**src/rtl/sync_fifo_reader.sv**
```systemverilog
// sync_fifo_reader
// Read-side drain controller for a single-clock synchronous FIFO. It issues
// read strobes, captures the FIFO's registered read data one cycle later and
// presents the words downstream on a valid/ready stream through a 2-entry
// skid buffer. It sustains one word per clock while the FIFO is non-empty
// and the consumer is ready.
//
// Optional build macro: FIFO_RD_CNT_EN adds the rd_count output, a 16-bit
// wrapping count of delivered words.
//
// Ports:
//   clk_single_domain  sole clock, rising edge
//   rst                synchronous active-low reset
//   en                 drain enable (1 = fetch, 0 = stop issuing reads)
//   fifo_empty         FIFO empty flag
//   fifo_ren           FIFO read strobe (combinational)
//   fifo_rdata         FIFO read data, valid when fifo_rvalid=1
//   fifo_rvalid        FIFO read data valid, one cycle after fifo_ren
//   to_the_user        head-of-buffer data
//   out_valid          to_the_user holds a valid word
//   out_ready          consumer accepts the word this cycle
//   busy               controller is not idle
//   proto_err          sticky: read data arrived with no read outstanding
//   rd_count           (FIFO_RD_CNT_EN only) delivered-word count
module sync_fifo_reader #(
  parameter int DATA_W     = 8,
  parameter int SKID_DEPTH = 2
) (
  input  logic              clk_single_domain,
  input  logic              rst,
  input  logic              en,
  input  logic              fifo_empty,
  output logic              fifo_ren,
  input  logic [DATA_W-1:0] fifo_rdata,
  input  logic              fifo_rvalid,
  output logic [DATA_W-1:0] to_the_user,
  output logic              out_valid,
  input  logic              out_ready,
  output logic              busy,
  output logic              proto_err
`ifdef FIFO_RD_CNT_EN
  ,
  output logic [15:0]       rd_count
`endif
);

  localparam logic [1:0] IDLE = 2'd0;
  localparam logic [1:0] RUN  = 2'd1;
  localparam logic [1:0] STOP = 2'd2;

  logic [1:0]        state;
  logic [1:0]        cnt;
  logic              inflight;
  logic [DATA_W-1:0] tail_q;
  logic              pop;
  logic              capture;
  logic [2:0]        credit;

  assign out_valid = (cnt != 2'd0);
  assign busy      = (state != IDLE);
  assign pop       = out_valid & out_ready;
  assign capture   = fifo_rvalid & inflight;

  // Words that will occupy the skid buffer once everything outstanding lands;
  // a pop in this same cycle frees a slot, which keeps the stream at full rate.
  assign credit = {1'b0, cnt} + {2'b00, inflight} - {2'b00, pop};

  always_comb begin
    fifo_ren = rst & (state == RUN) & ~fifo_empty & (credit < 3'(SKID_DEPTH));
  end

  // Control, head register and sticky error
  always_ff @(posedge clk_single_domain) begin
    if (!rst) begin
      state       <= IDLE;
      cnt         <= 2'd0;
      inflight    <= 1'b0;
      proto_err   <= 1'b0;
      to_the_user <= '0;
    end else begin
      inflight <= fifo_ren;
      cnt      <= cnt + {1'b0, capture} - {1'b0, pop};

      if (fifo_rvalid && !inflight)
        proto_err <= 1'b1;

      // Head advances on a pop; a capture goes straight to the head when the
      // head slot is (or is about to become) empty, otherwise to the tail.
      if (pop) begin
        if (cnt == 2'd2)
          to_the_user <= tail_q;
        else if (capture)
          to_the_user <= fifo_rdata;
      end else if (capture && cnt == 2'd0) begin
        to_the_user <= fifo_rdata;
      end

      case (state)
        IDLE:    if (en) state <= RUN;
        RUN:     if (!en) state <= STOP;
        STOP: begin
          if (en)
            state <= RUN;
          else if (!inflight && cnt == 2'd0)
            state <= IDLE;
        end
        default: state <= IDLE;
      endcase
    end
  end

  // Second skid entry: data only, meaningful while cnt == 2
  always_ff @(posedge clk_single_domain) begin
    if (capture && ((cnt == 2'd1 && !pop) || (cnt == 2'd2 && pop)))
      tail_q <= fifo_rdata;
  end

`ifdef FIFO_RD_CNT_EN
  always_ff @(posedge clk_single_domain) begin
    if (!rst)
      rd_count <= 16'd0;
    else if (pop)
      rd_count <= rd_count + 16'd1;
  end
`endif

endmodule

```
**config.mk**
```make
export PLATFORM = sky130hd
export DESIGN_NAME = sync_fifo_reader
export DESIGN_NICKNAME = d
export VERILOG_FILES = /design/src/rtl/sync_fifo_reader.sv
export SDC_FILE = /design/constraint.sdc
export NUM_CORES = 1
export LEC_CHECK = 0
export CORE_UTILIZATION = 49
export CTS_BUF_LIST = sky130_fd_sc_hd__clkbuf_16
export DETAILED_ROUTE_END_ITERATION = 10
export GPL_TIMING_DRIVEN = 0
export PLACE_DENSITY_LB_ADDON = 0.2
export SETUP_SLACK_MARGIN = 0.02
export SKIP_LAST_GASP = 1
export SLEW_MARGIN = 20
export SYNTH_ARGS = -nofsm -noshare
export SYNTH_HDL_FRONTEND = slang
export SYNTH_SLANG_ARGS = --single-unit
```
**constraint.sdc**
```tcl
create_clock -name clk_single_domain -period 2.7 [get_ports clk_single_domain]
set_input_delay 0.54 -clock clk_single_domain [delete_from_list [all_inputs] [get_ports clk_single_domain]]
set_output_delay 0.54 -clock clk_single_domain [all_outputs]
set_load 0.02 [all_outputs]
```
Word-level counts from Yosys, hierarchy flattened

Cells that the tools add are included.

Register bits: 22
Bits of input ports: 14
Output and inout port bits: 12
Logic and storage cells: 50

Add/sub/neg operators: 4
Order comparisons: 1
Equal/unequal tests: 8
Multiplexer cells: 9
Bitwise logic cells: 6
Reductions and logical operators: 16

Operator list:

| operator                                                             | number |
|---|---|
| 8-bit 2-to-1 mux                                                     | 4 |
| 2-bit 2-to-1 mux                                                     | 4 |
| 1-bit logical AND                                                    | 6 |
| 2-bit case mux with 3 select lines                                   | 1 |
| 2-bit nonzero test                                                   | 3 |
| 1-bit bitwise AND                                                    | 5 |
| 2-bit by 1-bit == test with 1-bit output, second input constant      | 2 |
| 2-bit == test, second input constant                                 | 2 |
| 2-bit zero test                                                      | 2 |
| 2-bit != test, second input constant                                 | 2 |
| 2-bit by 1-bit adder with 3-bit output                               | 1 |
| 3-bit by 2-bit < comparator with 1-bit output, second input constant | 1 |
| 3-bit by 1-bit != test with 1-bit output, second input constant      | 1 |
| 3-bit != test, second input constant                                 | 1 |
| 3-bit AND reduction                                                  | 1 |
| 3-bit by 1-bit subtractor with 3-bit output                          | 1 |
| 2-bit by 1-bit adder with 2-bit output                               | 1 |
| 1-bit zero test                                                      | 2 |
| 2-bit AND reduction                                                  | 1 |
| 2-bit by 1-bit subtractor with 2-bit output                          | 1 |
| 1-bit logical OR                                                     | 1 |
| 1-bit inverter                                                       | 1 |

Longest topological paths before layout

Gate-level depths: netlist (run 1).

Word-level depth: 6
Mapped depth: 7
Depth with buffers taken out: 7

Worst setup path after synthesis (run 1)

No wires, ideal clock.

Path type: register -> output
Start point: reg cnt[1]
End point: out fifo_ren
Arrival: 2.061 ns
Required time: 2.160 ns
Slack: 0.099 ns
Stages on the path, launching flop included: 7
Path buffers: 0
Path through: dfxtp_1 -> or2_1 -> and2_1 -> nor2b_1 -> fa_1 -> xor2_1 -> nor3_1

Cells in the longest elaborated chain, start to end: 5
Elaborated cells between the ends (all ways): 6

RTL lines:

| element                                       | RTL line | RTL |
|---|---|---|
| start, declared                               | 52       | `logic [1:0] cnt;` |
| start signal, assigned                        | 82       | `cnt <= cnt + {1'b0, capture} - {1'b0, pop};` |
| 2-bit nonzero test                            | 59       | `assign out_valid = (cnt != 2'd0);` |
| via out_valid                                 | 37       | `output logic out_valid,` |
| 1-bit bitwise AND                             | 61       | `assign pop = out_valid & out_ready;` |
| 3-bit by 1-bit subtractor with 3-bit output   | 66       | `assign credit = {1'b0, cnt} + {2'b00, inflight} - {2'b00, pop};` |
| 3-bit by 2-bit < comparator with 1-bit output | 69       | `fifo_ren = rst & (state == RUN) & ~fifo_empty & (credit < 3'(SKID_DEPTH));` |
| 1-bit bitwise AND                             | 69       |  |
| end, declared                                 | 33       | `output logic fifo_ren,` |

The timed path passes the listed nets, and every way through them passes these cells.

Final worst setup path (run 1)

Start point: in out_ready
End point: out fifo_ren

Cells in the longest elaborated chain, start to end: 4

RTL lines:

| element                                       | RTL line | RTL |
|---|---|---|
| start, declared                               | 38       | `input logic out_ready,` |
| 1-bit bitwise AND                             | 61       |  |
| 3-bit by 1-bit subtractor with 3-bit output   | 66       |  |
| 3-bit by 2-bit < comparator with 1-bit output | 69       |  |
| 1-bit bitwise AND                             | 69       |  |

Every way passes these cells.

==> impl_metrics.toml, run 1 <==
[outcome]
status = "finished clean"

[floorplanning]
die_h_um = 50.73
row_count = 17
ios = 26
die-area_sq_mm = 0.002574
start_util_pct = 52.10
die_w_um = 50.73
design.core.area_sq_mm = 0.002233

[place]
post-dp-hpwl_um = 1769
dp.cells = 162
globalplace.congestion = 0.8321
portBuffers = 25
dpl_cell_area_sq_mm = 0.001449

[pwr]
total_power_w = 0.0009605
total_leakage_power_nw = 0.7184
p_int_w = 0.0007093
p_sw_share_pct = 26.16
ir_worst_vdd_uv = 397.6
clock_power_share_pct = 31.9
power_per_cell_area_mw_per_mm2 = 606.9
p_comb_share_pct = 27.7
sequentialPowerShare_pct = 40.3
p_sw_w = 0.0002512

[synth]
synthCells = 109
async_reset_ff_share_pct = 0
synth_edf_count = 8
avgSynthCellArea_sq_um = 10.68
synth_nets = 126
synth_seq_cells = 22
ys_seq_area_share_pct = 44.73
ys.flop_type = "dfxtp_1"
ys.warnings.count = 0
synth_cell_types = 29
netlist_area_sq_mm = 0.001164

[clock_tree]
clk_pin_slew_worst_paths_ps = 60
cts_buffers = 3
clkSinkCount = 22
htree_levels = 1
cts_tree = "yes"
clkLatencyLatePin_ps = 250
hold_buffers = 0
cts_buffer_depth = 2
cts-root-buf = "clkbuf_16"

[sta]
max_freq_mhz = 377.7
fin_skew_ps = 3.067
finalMaxSlewViolations = 0
hold_violations = 0
fin_hold_ws_ps = 467.8
finalCriticalPeriod_ps = 2648
slew_headroom_pct = 38.98
setup_viol = 0
tns_ps = 0
finalCritPeriodShare_pct = 98.06
worst_pin_slew_ps = 915.3

[route]
drtIter0Drc = 9
first_pass_iters = 4
vias = 960
drc = 0
ant_nets = 0
routed_wl_um = 2657
wl_per_cell_um = 15.54
viasPerCell = 5.614

[worst_hold_path]
min_to = "proto_err"
hold_path.class = "flip-flop to flip-flop"
hold_depth = 1
holdCritStartpoint = "proto_err"

[setup_path]
critPathMaxFanout = 6
setup.worst_path.end_class = "output pin"
max_stage_delay_ps = 540
slowest_stage = "fa_2"
r2r-start = "cnt[0]"
required_ps = 2160
worst_setup_path_start_kind = "input pin"
crit_path_frequent_cell = "buf_2"
r2r_end = "to_the_user[4]"
crit_chain = "buf_2 -> buf_6 -> xor2_1 -> nand2_1 -> fa_2 -> nand3b_1 -> nor3_1 -> buf_2"
path_class = "input pin to output pin"
r2r_slack_ps = 780
arrival_ps = 2110
reg2reg_depth = 8

[finish]
stdcell_count = 171
nets = 161
design_area_sq_mm = 0.001583
layout-drive-gt1-share_pct = 18.88
n_fill_cell = 173
antenna_cells = 0
syn_to_final_growth_pct = 36.02

[grt]
grt_util_all_layers_pct = 21.95
grt-ovfl-total = 0
met3_usage_pct = 2.727
antenna_found_initial = 0
grt.busiest_layer = "met2"
met2_usage_pct = 36.89
met1_usage_pct = 27.79
grt_pass1_vias = 901
grt_pass1_wl_um = 4181
grt_max_degree = 13

[flow_run]
maxCapViolCount = 0
==> power by group through the flow <==
stage          Clock (W)  Sequential [W]  Combinational, W
3_5_place_dp           0        0.000395          0.000248
5_1_grt         0.000329        0.000392          0.000286
2_1_floorplan          0        0.000416          0.000130
4_1_cts         0.000313        0.000387          0.000256
3_3_place_gp           0        0.000394          0.000241
6_report        0.000307        0.000388          0.000266
==> registers in the layout, summed over array words and instances, names as in the netlist <==
register / count
to_the_user: 8
tail_q: 8
proto_err: 1
cnt: 2
inflight: 1
state: 2
==> synth_stat cells (all sizes together), types with 2 or more instances <==
master,instances,area [sq um]
and2,2,12.51
nor2b,4,25.02
xor2,2,17.52
nand2b,12,75.07
inv,2,7.510
clkbuf,3,12.51
buf,5,31.28
dfxtp,14,280.3
ha,2,25.02
a211o,8,70.07
nor3,2,10.01
mux2i,10,100.1
a21oi,11,55.05
edfxtp,8,240.2
or2,2,12.52
nand3b,2,15.01
nand2,4,15.01
o221ai,8,70.07
==> cell usage in the layout (no fill, tap or decap), types with 3 or more instances in the layout <==
master / netlist / final
dfxtp_1: 14 / 12
nor2b_1: 4 / 3
clkbuf_16: 0 / 3
clkdlybuf4s50_1: 0 / 23
edfxtp_1: 8 / 8
buf_2: 4 / 5
mux2i_1: 10 / 10
nand2_1: 4 / 4
buf_4: 0 / 5
o221ai_1: 8 / 8
a211o_1: 8 / 8
a21oi_1: 11 / 11
nand2b_1: 12 / 12
==> critical path: cells and delay by family <==
family | cells | cell delay (ps)
adder cells (fa/ha/maj) | 1 | 540
XOR/XNOR | 1 | 160
buffers and inverters | 3 | 470
AND/OR/NAND/NOR | 3 | 390
==> cell families (layout without fill, tap and decap cells) <==
kind of cell / count (synthesis) / in the layout / share of synthesized area, %
compound gates: 32 / 32 / 20.75
simple gates: 30 / 30 / 16.13
flops: 22 / 22 / 44.73
mux: 10 / 10 / 8.602
buf+inv: 10 / 44 / 4.409
fa+ha+maj: 3 / 3 / 3.871
xor+xnor: 2 / 2 / 1.506
==> timing repair <==
action	in CTS	in global routing
gates resized for setup	15	6
endpoints found under the setup margin	1	1
buffers inserted	3	2
pin swaps	0	4
==> metrics by stage <==
stage | utilization [%] | worst slack [ps]
floorplan | - | 98.53
finish | 70.87 | 52.42
global placement | 64.87 | -776.2
detailed placement | 64.87 | -809.4
global route | 70.87 | -5.164
CTS | 69.64 | 46.99
==> worst max-delay path by stage <==
stage                          end  slack, ps  cells after the start      start
after floorplan           fifo_ren        100                      6     cnt[1]
after global routing      fifo_ren         -5                      6   inflight
after detailed placement  fifo_ren       -810                      8  out_ready
after CTS                 fifo_ren         50                      7     cnt[1]
after global placement    fifo_ren       -780                      8  out_ready
final                     fifo_ren         50                      8  out_ready
==> per-layer routing <==
layer,vias up,wire length [um]
met5,-,0
met4,0,39
met3,6,75
met2,21,1345
met1,461,1196
li1,472,-
==> area by class of cell <==
type / count / area (sq um) / area share, %
Sequential cell: 22 / 525.5 / 33.20
Clock buffer: 3 / 75.07 / 4.743
Clock inverter: 1 / 3.754 / 0.2372
Inverter: 2 / 7.507 / 0.4743
Timing Repair Buffer: 30 / 277.8 / 17.55
Multi-Input combinational cell: 77 / 606.8 / 38.34
Buffer: 8 / 51.30 / 3.241
Tap cell: 28 / 35.03 / 2.213
(Power assumes the default switching activity.)
==> run 2, diff against run 1 <==
--- a/config.mk
+++ b/config.mk
@@ -5,6 +5,7 @@
 export SDC_FILE = /design/constraint.sdc
 export NUM_CORES = 1
 export LEC_CHECK = 0
+export CAP_MARGIN = 25
 export CORE_UTILIZATION = 49
 export CTS_BUF_LIST = sky130_fd_sc_hd__clkbuf_16
 export DETAILED_ROUTE_END_ITERATION = 10
@@ -12,7 +13,6 @@
 export PLACE_DENSITY_LB_ADDON = 0.2
 export SETUP_SLACK_MARGIN = 0.02
 export SKIP_LAST_GASP = 1
-export SLEW_MARGIN = 20
 export SYNTH_ARGS = -nofsm -noshare
 export SYNTH_HDL_FRONTEND = slang
 export SYNTH_SLANG_ARGS = --single-unit
==> results of run 2 <==
The final DEF is identical to that of run 1; final timing and power are the same.
==> run 3, diff against run 2 <==
--- a/config.mk
+++ b/config.mk
@@ -5,8 +5,8 @@
 export SDC_FILE = /design/constraint.sdc
 export NUM_CORES = 1
 export LEC_CHECK = 0
-export CAP_MARGIN = 25
-export CORE_UTILIZATION = 49
+export CORE_MARGIN = 2
+export CORE_UTILIZATION = 53
 export CTS_BUF_LIST = sky130_fd_sc_hd__clkbuf_16
 export DETAILED_ROUTE_END_ITERATION = 10
 export GPL_TIMING_DRIVEN = 0
==> constraint.sdc (replaced) <==
create_clock -name clk_single_domain -period 3.39 [get_ports clk_single_domain]
set_input_delay 0.678 -clock clk_single_domain [delete_from_list [all_inputs] [get_ports clk_single_domain]]
set_output_delay 0.678 -clock clk_single_domain [all_outputs]
set_load 0.02 [all_outputs]
==> run 3 against run 2 <==
Compared with the run above:
- via count increased by 1.3%
- clock power shrank 19%
- critical path depth stayed put
- design area down 3.4%
- utilization increased by 4.8 points
- combinational power decreased by 24%
- largest cell class unchanged
- global-route usage increased by 0.69 points
- power down 21%
- sequential power decreased by 20%
- first-iteration DRC count rose to 3.8 times the previous value
- worst hold slack worse by 4.2 ps
==> impl_metrics.toml, run 3 (synthesized netlist as in run 1, its figures left out) <==
[outcome]
status = "finished clean"

[clock_tree]
clkLatencyLatePin_ps = 250
cts_buffer_depth = 2
cts-root-buf = "clkbuf_16"
cts_resized = 6
htree_levels = 1
hold_buffers = 0
clk_pin_slew_worst_paths_ps = 60
clkSinkCount = 22
cts_buffers = 3
postCtsSetupRepairBufs = 0
cts_tree = "yes"

[sta]
fin_skew_ps = 2.107
hold_violations = 0
slew_headroom_pct = 40.55
worst_pin_slew_ps = 891.8
max_freq_mhz = 306.0
finalMaxSlewViolations = 0
timing.final.ws_setup_ps = 121.9
rsz0062_at_grt = "false"
finalCritPeriodShare_pct = 96.40
finalCriticalPeriod_ps = 3268
setup_viol = 0
tns_ps = 0

[route]
drc = 0
ant_nets = 0
routed_wl_um = 2709
wl_per_cell_um = 16.42
first_pass_iters = 4
viasPerCell = 5.891
vias = 972
drtIter0Drc = 34

[floorplanning]
design.core.area_sq_mm = 0.002022
start_util_pct = 57.55
die_w_um = 50.86
row_count = 16
ios = 26
die_h_um = 50.86
die-area_sq_mm = 0.002586

[finish]
syn_to_final_growth_pct = 31.40
layout-drive-gt1-share_pct = 10.14
reg_top3 = "tail_q: 8 flops, to_the_user: 8 flops"
antenna_cells = 0
final_cell_mix = "23 x clkdlybuf4s50_1, 14 x dfxtp_1, 12 x nand2b_1, 11 x a21oi_1, 10 x mux2i_1"
n_fill_cell = 145
final_core_util_pct = 75.62
nets = 156
layout_commonest_cell = "clkdlybuf4s50_1"

[grt]
grt-ovfl-total = 0
grt_pass1_wl_um = 4278
grt_max_degree = 13
antenna_found_initial = 0
grt_pass1_vias = 977
grt_util_all_layers_pct = 22.64

[setup_path]
r2r_end = "tail_q[1]"
endpoint = "fifo_ren"
setup.worst_path.end_class = "output pin"
slowest_stage = "fa_1"
required_ps = 2710
crit_chain = "dlygate4sd2_1 -> buf_4 -> and2_1 -> nor2b_1 -> fa_1 -> nand3b_1 -> nor3_1 -> clkdlybuf4s15_2"
r2r-start = "cnt[0]"
path_class = "input pin to output pin"
arrival_ps = 2590
max_stage_delay_ps = 540
startpoint = "out_ready"
r2r_slack_ps = 1430
critPathMaxFanout = 10
worst_setup_path_start_kind = "input pin"
reg2reg_depth = 4

[place]
portBuffers = 25
pre_cts_slack_ps = -444.7
globalplace.congestion = 0.7936
post-dp-hpwl_um = 1827

[pwr]
ir_worst_vdd_uv = 339.1
total_leakage_power_nw = 0.6851
power_per_cell_area_mw_per_mm2 = 497.4

[worst_hold_path]
hold_path.class = "flip-flop to flip-flop"

[flow_run]
maxCapViolCount = 0
## run 3: layout make-up
class	instances	area [sq um]	share of cell area, %
plain buffers	8	46.29	3.028
clock buffers	3	75.07	4.910
clock inverters	1	3.754	0.2455
inverters	2	7.507	0.4910
multi-input cells	77	591.8	38.71
flip-flops and latches	22	520.5	34.04
well taps	27	33.78	2.209
repair buffers	25	250.2	16.37
## run 3: worst min-delay path by stage
stage / start / to / cells after the start
floorplan: state[1] / state[0] / 1
global placement: state[1] / state[0] / 1
detailed placement: proto_err / proto_err / 1
CTS: proto_err / proto_err / 1
global route: proto_err / proto_err / 1
finish: proto_err / proto_err / 1
## run 3: power breakdown
group / total, W / switching (W) / leakage (nW) / internal [W]
sequential: 0.000310 / 0.0000168 / 0.186 / 0.000293
combinational: 0.000201 / 0.0000959 / 0.460 / 0.000106
clock: 0.000249 / 0.0000915 / 0.0385 / 0.000157
## run 3: layer usage
metal / track usage, % / vias up / share of wire, %
li1: - / 463 / -
met1: 27.27 / 468 / 44
met2: 39.69 / 33 / 48
met3: 3.216 / 8 / 5.4
met4: 10.81 / 0 / 1.9
met5: 0 / - / 0
## run 3: metrics by stage
step                area (sq um)  cells   power, W  hold WS [ps]
CTS                         1529    165  0.0007613         468.6
floorplan                   1164    109  0.0004351         422.6
global placement            1448    161  0.0005048         429.6
global route                1529    165  0.0007924         486.2
detailed placement          1448    161  0.0005137         455.4
finish                      1529    165  0.0007606         463.6
## run 3: worst max-delay path: cells and delay by family
kind / cells / cell delay, ps
buf+inv: 3 / 790
fa+ha+maj: 1 / 540
simple gates: 4 / 580
